File: src/rtl/dac_interpolator.sv
// Linear-ramp DAC interpolator: 32-bit targets in, one saturated 14-bit word per clock; first dout change 2 clocks after accept, final value after N+1.
// Backpressure: din_ready drops during a ramp and reopens on its last step, so back-to-back ramps run without a gap.
module dac_interpolator #(
  parameter int INTERP_NUM = 8,
  parameter int INTERP_BIT = 3
) (
  input  logic               i_clk,
  input  logic               i_rst_n,
  input  logic signed [31:0] din,
  input  logic               din_valid,
  output logic               din_ready,
  output logic signed [13:0] dout,
  output logic               busy,
  output logic               sat
);

  localparam int ACC_W = 34 + INTERP_BIT;

  localparam logic HOLD = 1'b0;
  localparam logic RAMP = 1'b1;

  localparam logic [INTERP_BIT-1:0]    CNT_LAST = INTERP_BIT'(INTERP_NUM - 1);
  localparam logic signed [ACC_W-1:0] POS_LIM  = ACC_W'(8191);
  localparam logic signed [ACC_W-1:0] NEG_LIM  = ACC_W'(-8192);

  logic                    state;
  logic signed [31:0]      tgt;
  logic signed [32:0]      step;
  logic signed [ACC_W-1:0] acc;
  logic [INTERP_BIT-1:0]   cnt;

  logic                    last_step;
  logic                    accept;
  logic signed [32:0]      step_nxt;
  logic signed [ACC_W-1:0] acc_nxt;
  logic signed [ACC_W-1:0] acc_shr;
  logic signed [13:0]      dout_nxt;
  logic                    sat_nxt;

  assign last_step = (state == RAMP) && (cnt == CNT_LAST);
  assign din_ready = (state == HOLD) || last_step;
  assign accept    = din_valid && din_ready;
  assign busy      = (state == RAMP);

  // 33-bit difference of two 32-bit signed values cannot overflow.
  assign step_nxt = {din[31], din} - {tgt[31], tgt};
  assign acc_nxt  = acc + {{(ACC_W-33){step[32]}}, step};
  assign acc_shr  = acc >>> INTERP_BIT;

  always_comb begin
    sat_nxt  = 1'b0;
    dout_nxt = acc_shr[13:0];
    if (acc_shr > POS_LIM) begin
      dout_nxt = 14'sh1FFF;
      sat_nxt  = 1'b1;
    end else if (acc_shr < NEG_LIM) begin
      dout_nxt = 14'sh2000;
      sat_nxt  = 1'b1;
    end
  end

  // An accept on the final ramp edge overrides the HOLD transition and
  // the counter increment, while the old step's last add still lands.
  always_ff @(posedge i_clk or negedge i_rst_n) begin
    if (!i_rst_n) begin
      state <= HOLD;
      tgt   <= '0;
      step  <= '0;
      acc   <= '0;
      cnt   <= '0;
      dout  <= '0;
      sat   <= 1'b0;
    end else begin
      dout <= dout_nxt;
      sat  <= sat_nxt;
      if (state == RAMP) begin
        acc <= acc_nxt;
        cnt <= cnt + 1'b1;
        if (cnt == CNT_LAST) begin
          state <= HOLD;
        end
      end
      if (accept) begin
        step  <= step_nxt;
        tgt   <= din;
        cnt   <= '0;
        state <= RAMP;
      end
    end
  end

endmodule

File: config.mk
export PLATFORM = sky130hd
export DESIGN_NAME = dac_interpolator
export DESIGN_NICKNAME = d
export VERILOG_FILES = /design/src/rtl/dac_interpolator.sv
export SDC_FILE = /design/constraint.sdc
export NUM_CORES = 1
export LEC_CHECK = 0
export CELL_PAD_IN_SITES_DETAIL_PLACEMENT = 1
export CELL_PAD_IN_SITES_GLOBAL_PLACEMENT = 1
export CORE_MARGIN = 10
export CORE_UTILIZATION = 45
export DETAILED_ROUTE_END_ITERATION = 6
export GPL_TIMING_DRIVEN = 0
export PLACE_DENSITY = 0.87
export SYNTH_ARGS = -nofsm -noshare
export SYNTH_HDL_FRONTEND = slang
export SYNTH_SLANG_ARGS = --single-unit
File: constraint.sdc
create_clock -name i_clk -period 3.1 [get_ports i_clk]
set_input_delay 0.62 -clock i_clk [delete_from_list [all_inputs] [get_ports i_clk]]
set_output_delay 0.62 -clock i_clk [all_outputs]
set_load 0.02 [all_outputs]
==> Word-level counts from Yosys, hierarchy flattened <==
Cells that the tools add are included.
{ "word_totals": {"ff_bits": 121, "in_bits": 35, "output_inout_bits": 17, "elab_cells": 27} }
{ "classes": {"addsub": 3, "order_cmp": 2, "eq_ne": 1, "n_mux": 9, "n_bitwise": 1, "reduce_logical": 4} }
{ "op_table": {"columns": ["cell", "count"], "rows": [
  ["adder 37 bit", 1],
  ["greater-than comparator 34 x 14 -> 1 bit, second input constant", 1],
  ["less-than comparator 34 x 14 -> 1 bit, second input constant", 1],
  ["subtractor 32 x 32 -> 33 bit", 1],
  ["2-to-1 mux 14 bit", 2],
  ["2-to-1 mux 3 bit", 2],
  ["2-to-1 mux 1 bit", 5],
  ["adder 3 x 1 -> 3 bit, second input constant", 1],
  ["== test 3 bit, second input constant", 1],
  ["logical AND 1 bit", 2],
  ["nonzero test 2 bit", 1],
  ["logical OR 1 bit", 1],
  ["inverter 1 bit", 1]
]} }

==> Depth between registers and ports, before layout <==
Gate-level depths: netlist (run 1).
{ "logic_depth": {"depth_word": 5, "ltp_mapped": 12, "depth_no_buf": 12} }

==> Least setup slack after synthesis (run 1) <==
Ideal clock, no wire load.
{ "synth_timing": {"path_kind": "input port to flip-flop", "from": "in din[11]", "to": "reg step[30]", "setup_time_ns": 0.131, "t_arrival_ns": 2.723, "required_ns": 2.969, "path_slack_ns": 0.246, "cell_stages": 10, "path_buffers": 0, "path_cell_list": "ha_1 -> a21o_1 -> a21o_1 -> a211o_1 -> o22ai_2 -> a21oi_2 -> a211o_4 -> a311oi_4 -> xnor2_1 -> o21ai_1"} }
{ "synth_via": {"elab_chain_len": 1} }
{ "synth_rtl": {"columns": ["element", "line", "source"], "rows": [
  ["start: declaration", "9", "input logic signed [31:0] din,"],
  ["subtractor 32 x 32 -> 33 bit", "46", "assign step_nxt = {din[31], din} - {tgt[31], tgt};"],
  ["end signal: assignment", "84", "step <= step_nxt;"],
  ["end: declaration", "28", "logic signed [32:0] step;"]
]} }
Every way passes these cells.
A chain may end at the register's enable or synchronous reset.

==> Worst setup path in the final report (run 1) <==
{ "layout_timing": {"from": "reg step[0]", "to": "reg acc[16]"} }
{ "layout_via": {"elab_chain_len": 1} }
{ "layout_rtl": {"columns": ["element", "line", "source"], "rows": [
  ["adder 37 bit", "47", "assign acc_nxt = acc + {{(ACC_W-33){step[32]}}, step};"],
  ["end signal: assignment", "77", "acc <= acc_nxt;"],
  ["end: declaration", "29", "logic signed [ACC_W-1:0] acc;"]
]} }
Every way passes these cells.

==> run summary, run 1 <==
PortBufs: 51
clock buffer depth: 2
Yosys reg bits: 121
Tot GR Track Use: 19.9%
Crit path required time: 3420 ps
post-route setup TNS: 0 ps
Area Growth Syn to Fin: 19.4%
Post-Synthesis Cells: 937
Clock Skew: 7.56 ps
slowest CP cell: dfrtp_1
main flop type after synthesis: dfrtp_1
sequential cell area: 0.00303 sq mm
DR vias/cell: 5.92
Worst-Margin Slew: 873 ps
run status: finished clean
CP Cell Sequence: ha_2 -> fa_2 -> a211oi_2 -> o21bai_2 -> a22oi_2 -> nor2b_4 -> o21ai_1 -> a21o_1 -> a21oi_1 -> xnor2_1 -> mux2_2
EDFF count, synth: 0
arrival time worst endpoint: 3340 ps
Worst Path Buf+Inv: 0
max-cap violations: 0
CTS tree: built
post-route clock period utilization: 97.7%
Syn. warnings: 0
vias in the first global route: 7749
starting density of the core: 46.0%
Die W: 156 um
Wirelength per Cell: 19.5 um
Routed Antenna Nets: 0
endpoints failing hold: 0
clock root cell: clkbuf_16
Post-Route WL: 24500 um
synth top area cells: dfrtp_1 (37%), ha_1 (11%), nand2_1 (6.0%), o21ai_0 (4.6%), mux2_2 (4.5%)
largest area contributor in the netlist: dfrtp_1
Slew HR: 41.3%
CP Max Fanout: 3
initial drt markers: 529
min cycle time layout: 3030 ps
DP HPWL: 17500 um
largest net degree at the start of global routing: 93
worst skew pair latency: 430 ps
Yosys top cell area share: 36.5%
die area: 0.0243 sq mm
Startpoint Class: flop
die height: 156 um
Final nets: 1119
Netlist cell types: 66
Fill cells: 2116
CP Class: reg2reg
critical path capture point type: flop
antenna violations before repair: 0
Core ar.: 0.0180 sq mm
DR pass1 iterations: 5
CTS clk-pin slew, worst paths: 60 ps
I/O Pins: 52
share of layout cells above drive strength 1: 11.5%
CTS H-tree depth: 4
synthesized area per cell: 8.85 sq um
# DRC: 0
RSZ-0062 raised after global routing: true
DR vias: 7422
Sink Count: 121
antenna cells: 0
GRT Residual Overflow: 0
# setup viols final: 0
Inserted Clock Buffers: 17
synthesized area: 0.00829 sq mm
row cnt: 49
worst hold path class: in2async
GP Congestion: 0.869
multi-input logic area: 0.00504 sq mm
crit-path leading delay family: compound AO/OA/AOI/OAI gates
Slew Viols, Final: 0
Post-Syn Nets: 1044
Post-synth ARST share: 100%
post-synthesis sequential area ratio: 36.5%
global-route wire length before repair: 39800 um
FMAX: 0.330 GHz
CP peak stage delay: 400 ps
cell type report:
| type | instances | area share [%] |
|---|---|---|
| clock inverters | 14 | 1.26 |
| repair buffers | 59 | 6.01 |
| clock buffers | 18 | 4.44 |
| plain buffers | 45 | 1.83 |
| flip-flops and latches | 121 | 30.6 |
| multi-input cells | 715 | 51.0 |
| inverters | 53 | 2.01 |
| well taps | 229 | 2.90 |
logic make-up (layout without fill, tap and decap cells):
kind of cell,after synthesis,after routing,synth area share (%)
AO/OA/AOI/OAI,287,287,22.6
AND/OR/NAND/NOR,266,266,14.6
flip-flops,121,121,36.5
buffers and inverters,101,189,4.71
adder cells (fa/ha/maj),72,72,11.0
XOR/XNOR,56,56,5.92
multiplexers,34,34,4.60
cell usage in the layout, fill, tap and decap left out, drive strengths merged, types with 5 or more instances in the layout:
master and instances:
ha 70, nor4 6, a21oi 67, inv 55
a211oi 9, clkinv 8, nand3 16, clkbuf 54
and3 5, dfrtp 121, buf 18, nand2b 9
or3 7, o31ai 12, o21bai 10, and2 5
mux2 33, a31oi 10, nor2 42, nor3 8
xnor2 36, a21o 35, o21ai 93, o21a 10
o211ai 8, a211o 5, nand4 24, nor2b 6
nand2 132, clkdlybuf4s50 49, xor2 20
per-stage QoR:
step,std cells,setup slack [ps],area (sq um),utilization [%],hold WS (ps)
floorplan,937,246,8290,-,324
global placement,1217,-3340,9090,50.4,470
detailed placement,1218,-627,9120,50.6,492
CTS,1250,-2.73,9720,53.9,60.6
global route,1254,-70.1,9900,54.9,69.1
finish,1254,71.2,9900,54.9,54.9
registers in the layout, summed over array words and instances, names as in the netlist:
name / cells
busy: 1
acc: 37
step: 33
sat: 1
tgt: 32
cnt: 3
dout: 14
cells in the mapped netlist (all sizes together) (2+ instances only):
cell type	number
nand2	132
dfrtp	121
o21ai	93
ha	70
a21oi	67
inv	53
nor2	42
clkbuf	39
xnor2	36
a21o	35
mux2	33
nand4	24
xor2	20
nand3	16
o31ai	12
a31oi	10
o21a	10
o21bai	10
a211oi	9
buf	9
nand2b	9
nor3	8
o211ai	8
or3	7
nor2b	6
nor4	6
a211o	5
and2	5
and3	5
a31o	3
o221ai	3
o22ai	3
a21boi	2
a22oi	2
a311oi	2
a32o	2
a41oi	2
fa	2
o2111ai	2
o311ai	2
or4	2
metal layers:
| layer | GRT usage (%) | wire length [um] | up-vias |
|---|---|---|---|
| met5 | 0 | 0 | - |
| met4 | 6.28 | 465 | 0 |
| met1 | 25.1 | 11100 | 3742 |
| met3 | 3.36 | 756 | 42 |
| met2 | 33.8 | 12100 | 136 |
| li1 | - | - | 3502 |
what timing repair did:
item,in CTS,in global routing
pin swaps,3,13
setup buffers,0,7
hold buffers,0,0
setup endpoints to repair,10,31
gates resized for setup,8,27
path summary, 6_finish.rpt:
| check | startpoint | end | slack [ps] | cells past startpoint |
|---|---|---|---|---|
| worst max-delay path | step[0] | acc[16] | 70 | 11 |
| worst min-delay path | i_rst_n | tgt[5] | 50 | 1 |
| worst max register to register | step[0] | acc[16] | 70 | 11 |
| worst min register to register | step[9] | step[9] | 500 | 2 |
| max in group asynchronous | i_rst_n | acc[32] | 2290 | 2 |
| min in group i_clk | step[9] | step[9] | 500 | 2 |
Power of run 1 is left out: the tool's default activity adds up to more than one toggle a clock period on the data nets, which glitch-free logic cannot reach.
==> run 2, diff against run 1 <==
--- a/config.mk
+++ b/config.mk
@@ -11,7 +11,7 @@
 export CORE_UTILIZATION = 45
 export DETAILED_ROUTE_END_ITERATION = 6
 export GPL_TIMING_DRIVEN = 0
-export PLACE_DENSITY = 0.87
+export PLACE_DENSITY_LB_ADDON = 0.15
 export SYNTH_ARGS = -nofsm -noshare
 export SYNTH_HDL_FRONTEND = slang
 export SYNTH_SLANG_ARGS = --single-unit
==> run summary, run 2 (synthesis gave the netlist of run 1 again) <==
run status: finished clean (unchanged)
global-route wire length before repair: 37000 um (was 39800 um)
die area: 0.0243 sq mm (unchanged)
Wirelength per Cell: 17.8 um (was 19.5 um)
Slew HR: 47.1% (was 41.3%)
Area Growth Syn to Fin: 19.6% (was 19.4%)
CTS clk-pin slew, worst paths: 60 ps (about the same)
max-cap violations: 0 (unchanged)
max reg flops: 37 (unchanged)
Post-Route WL: 22400 um (was 24500 um)
post-route clock period utilization: 97.3% (was 97.7%)
Routed Antenna Nets: 0 (unchanged)
arrival time worst endpoint: 3330 ps (was 3340 ps)
Die W: 156 um (unchanged)
Worst-Margin Slew: 786 ps (was 873 ps)
starting density of the core: 46.0% (unchanged)
DR vias/cell: 5.63 (was 5.92)
Core ar.: 0.0180 sq mm (unchanged)
row cnt: 49 (unchanged)
worst ir drop on vdd: 0.661 mV
Fill cells: 2089 (was 2116)
Startpoint Class: flop (unchanged)
# DRC: 0 (unchanged)
worst skew pair latency: 440 ps (was 430 ps)
initial drt markers: 320 (was 529)
Leak Pwr: 0.00441 uW
CP Max Fanout: 4 (was 3)
FMAX: 0.332 GHz (was 0.330 GHz)
antenna violations before repair: 0 (unchanged)
Tot GR Track Use: 18.6% (was 19.9%)
DR vias: 7056 (was 7422)
I/O Pins: 52 (unchanged)
CP Class: reg2reg (unchanged)
Inserted Clock Buffers: 17 (unchanged)
most frequent cells in the layout: nand2_1 (132), dfrtp_1 (121), o21ai_0 (77) (was nand2_1 (131), dfrtp_1 (121), o21ai_0 (77))
CTS H-tree depth: 4 (unchanged)
largest net degree at the start of global routing: 69 (was 93)
worst hold path class: in2async (unchanged)
Sink Count: 121 (unchanged)
min cycle time layout: 3020 ps (was 3030 ps)
multi-input logic area: 0.00501 sq mm (was 0.00504 sq mm)
pwr dens: 1400 mW/mm^2
placed cell count: 1218 (unchanged)
antenna cells: 0 (unchanged)
Slew Viols, Final: 0 (unchanged)
Final Util: 55.0% (was 54.9%)
Crit path required time: 3420 ps (about the same)
most common cell after layout, fill and taps aside: nand2_1 (unchanged)
CTS tree: built (unchanged)
GRT Residual Overflow: 0 (unchanged)
Tot Pwr: 13900 uW
critical path capture point type: flop (unchanged)
Top Registers: acc (37), step (33), tgt (32) (unchanged)
# setup viols final: 0 (unchanged)
clock buffer depth: 2 (unchanged)
endpoints failing hold: 0 (unchanged)
Clock Skew: 10.9 ps (was 7.56 ps)
sequential cell area: 0.00303 sq mm (unchanged)
Final nets: 1120 (was 1119)
fin cells: 1254 (unchanged)
hold_buf cts: 0 (unchanged)
die height: 156 um (unchanged)
DR pass1 iterations: 4 (was 5)
Largest Register: acc (unchanged)
DP HPWL: 16800 um (was 17500 um)
clock root cell: clkbuf_16 (unchanged)
PortBufs: 51 (unchanged)
GP Congestion: 0.858 (was 0.869)
share of layout cells above drive strength 1: 11.0% (was 11.5%)
vias in the first global route: 7329 (was 7749)
-- run 2: cell count changes in the layout (fill, tap and decap cells not counted), sizes merged --
cell / delta
bufinv: +2
clkbuf: +4
clkinv: -3
clkinvlp: -2
inv: -1
-- run 2: what timing repair did --
item / CTS / global route
buffers inserted: 0 / 7
endpoints found under the setup margin: 8 / 20
endpoints found under the hold margin: 0 / 0
gates cloned: 0 / 0
pin swaps: 0 / 7
resized for setup: 8 / 20
-- run 2: cell type report --
class                   count  share of cell area [%]
clock buffers              21                    4.74
repair buffers             59                    5.99
flip-flops and latches    121                    30.5
multi-input cells         715                    50.6
well taps                 229                    2.89
inverters                  53                    2.01
clock inverters            10                    1.44
plain buffers              46                    1.85
-- run 2: per-layer routing --
layer / global-route usage (%) / vias up / routed length (um)
met3: 3.42 / 23 / 677
li1: - / 3497 / -
met1: 24.6 / 3453 / 11000
met4: 5.21 / 0 / 231
met5: 0 / - / 0
met2: 30.6 / 83 / 10500
-- run 2: power by group --
group / switching, uW / internal, uW
clock network: 777 / 1330
registers: 568 / 2440
logic: 4910 / 3840
-- run 2: critical path, stage by stage (launching register included) --
cell and delay (ps):
dfrtp_1 430, ha_1 340, a211oi_2 320, o21ai_1 160, a211oi_2 390, a211o_1 230
nand2_1 90, o311ai_2 330, nor2b_1 250, xnor2_1 90, mux2_2 270
-- run 2: through the flow --
stage	setup TNS, ps	instance area (sq um)	hold slack (ps)	worst slack [ps]
floorplan	0	8290	324	246
global placement	-425230	9090	468	-3470
detailed placement	-7510	9120	480	-658
CTS	0	9760	174	20.1
global route	-129	9920	197	-28.7
finish	0	9920	146	84.4
-- run 2: final timing paths --
check,startpoint,to,slack (ps),depth (start not counted)
min in group i_clk,step[16],step[16],490,2
min,i_rst_n,dout[3],150,1
max,step[1],acc[29],80,10
max reg2reg,step[1],acc[29],80,10
min reg2reg,step[16],step[16],490,2
max in group asynchronous,i_rst_n,tgt[15],2230,2
Power figures use the tool's default switching activity.
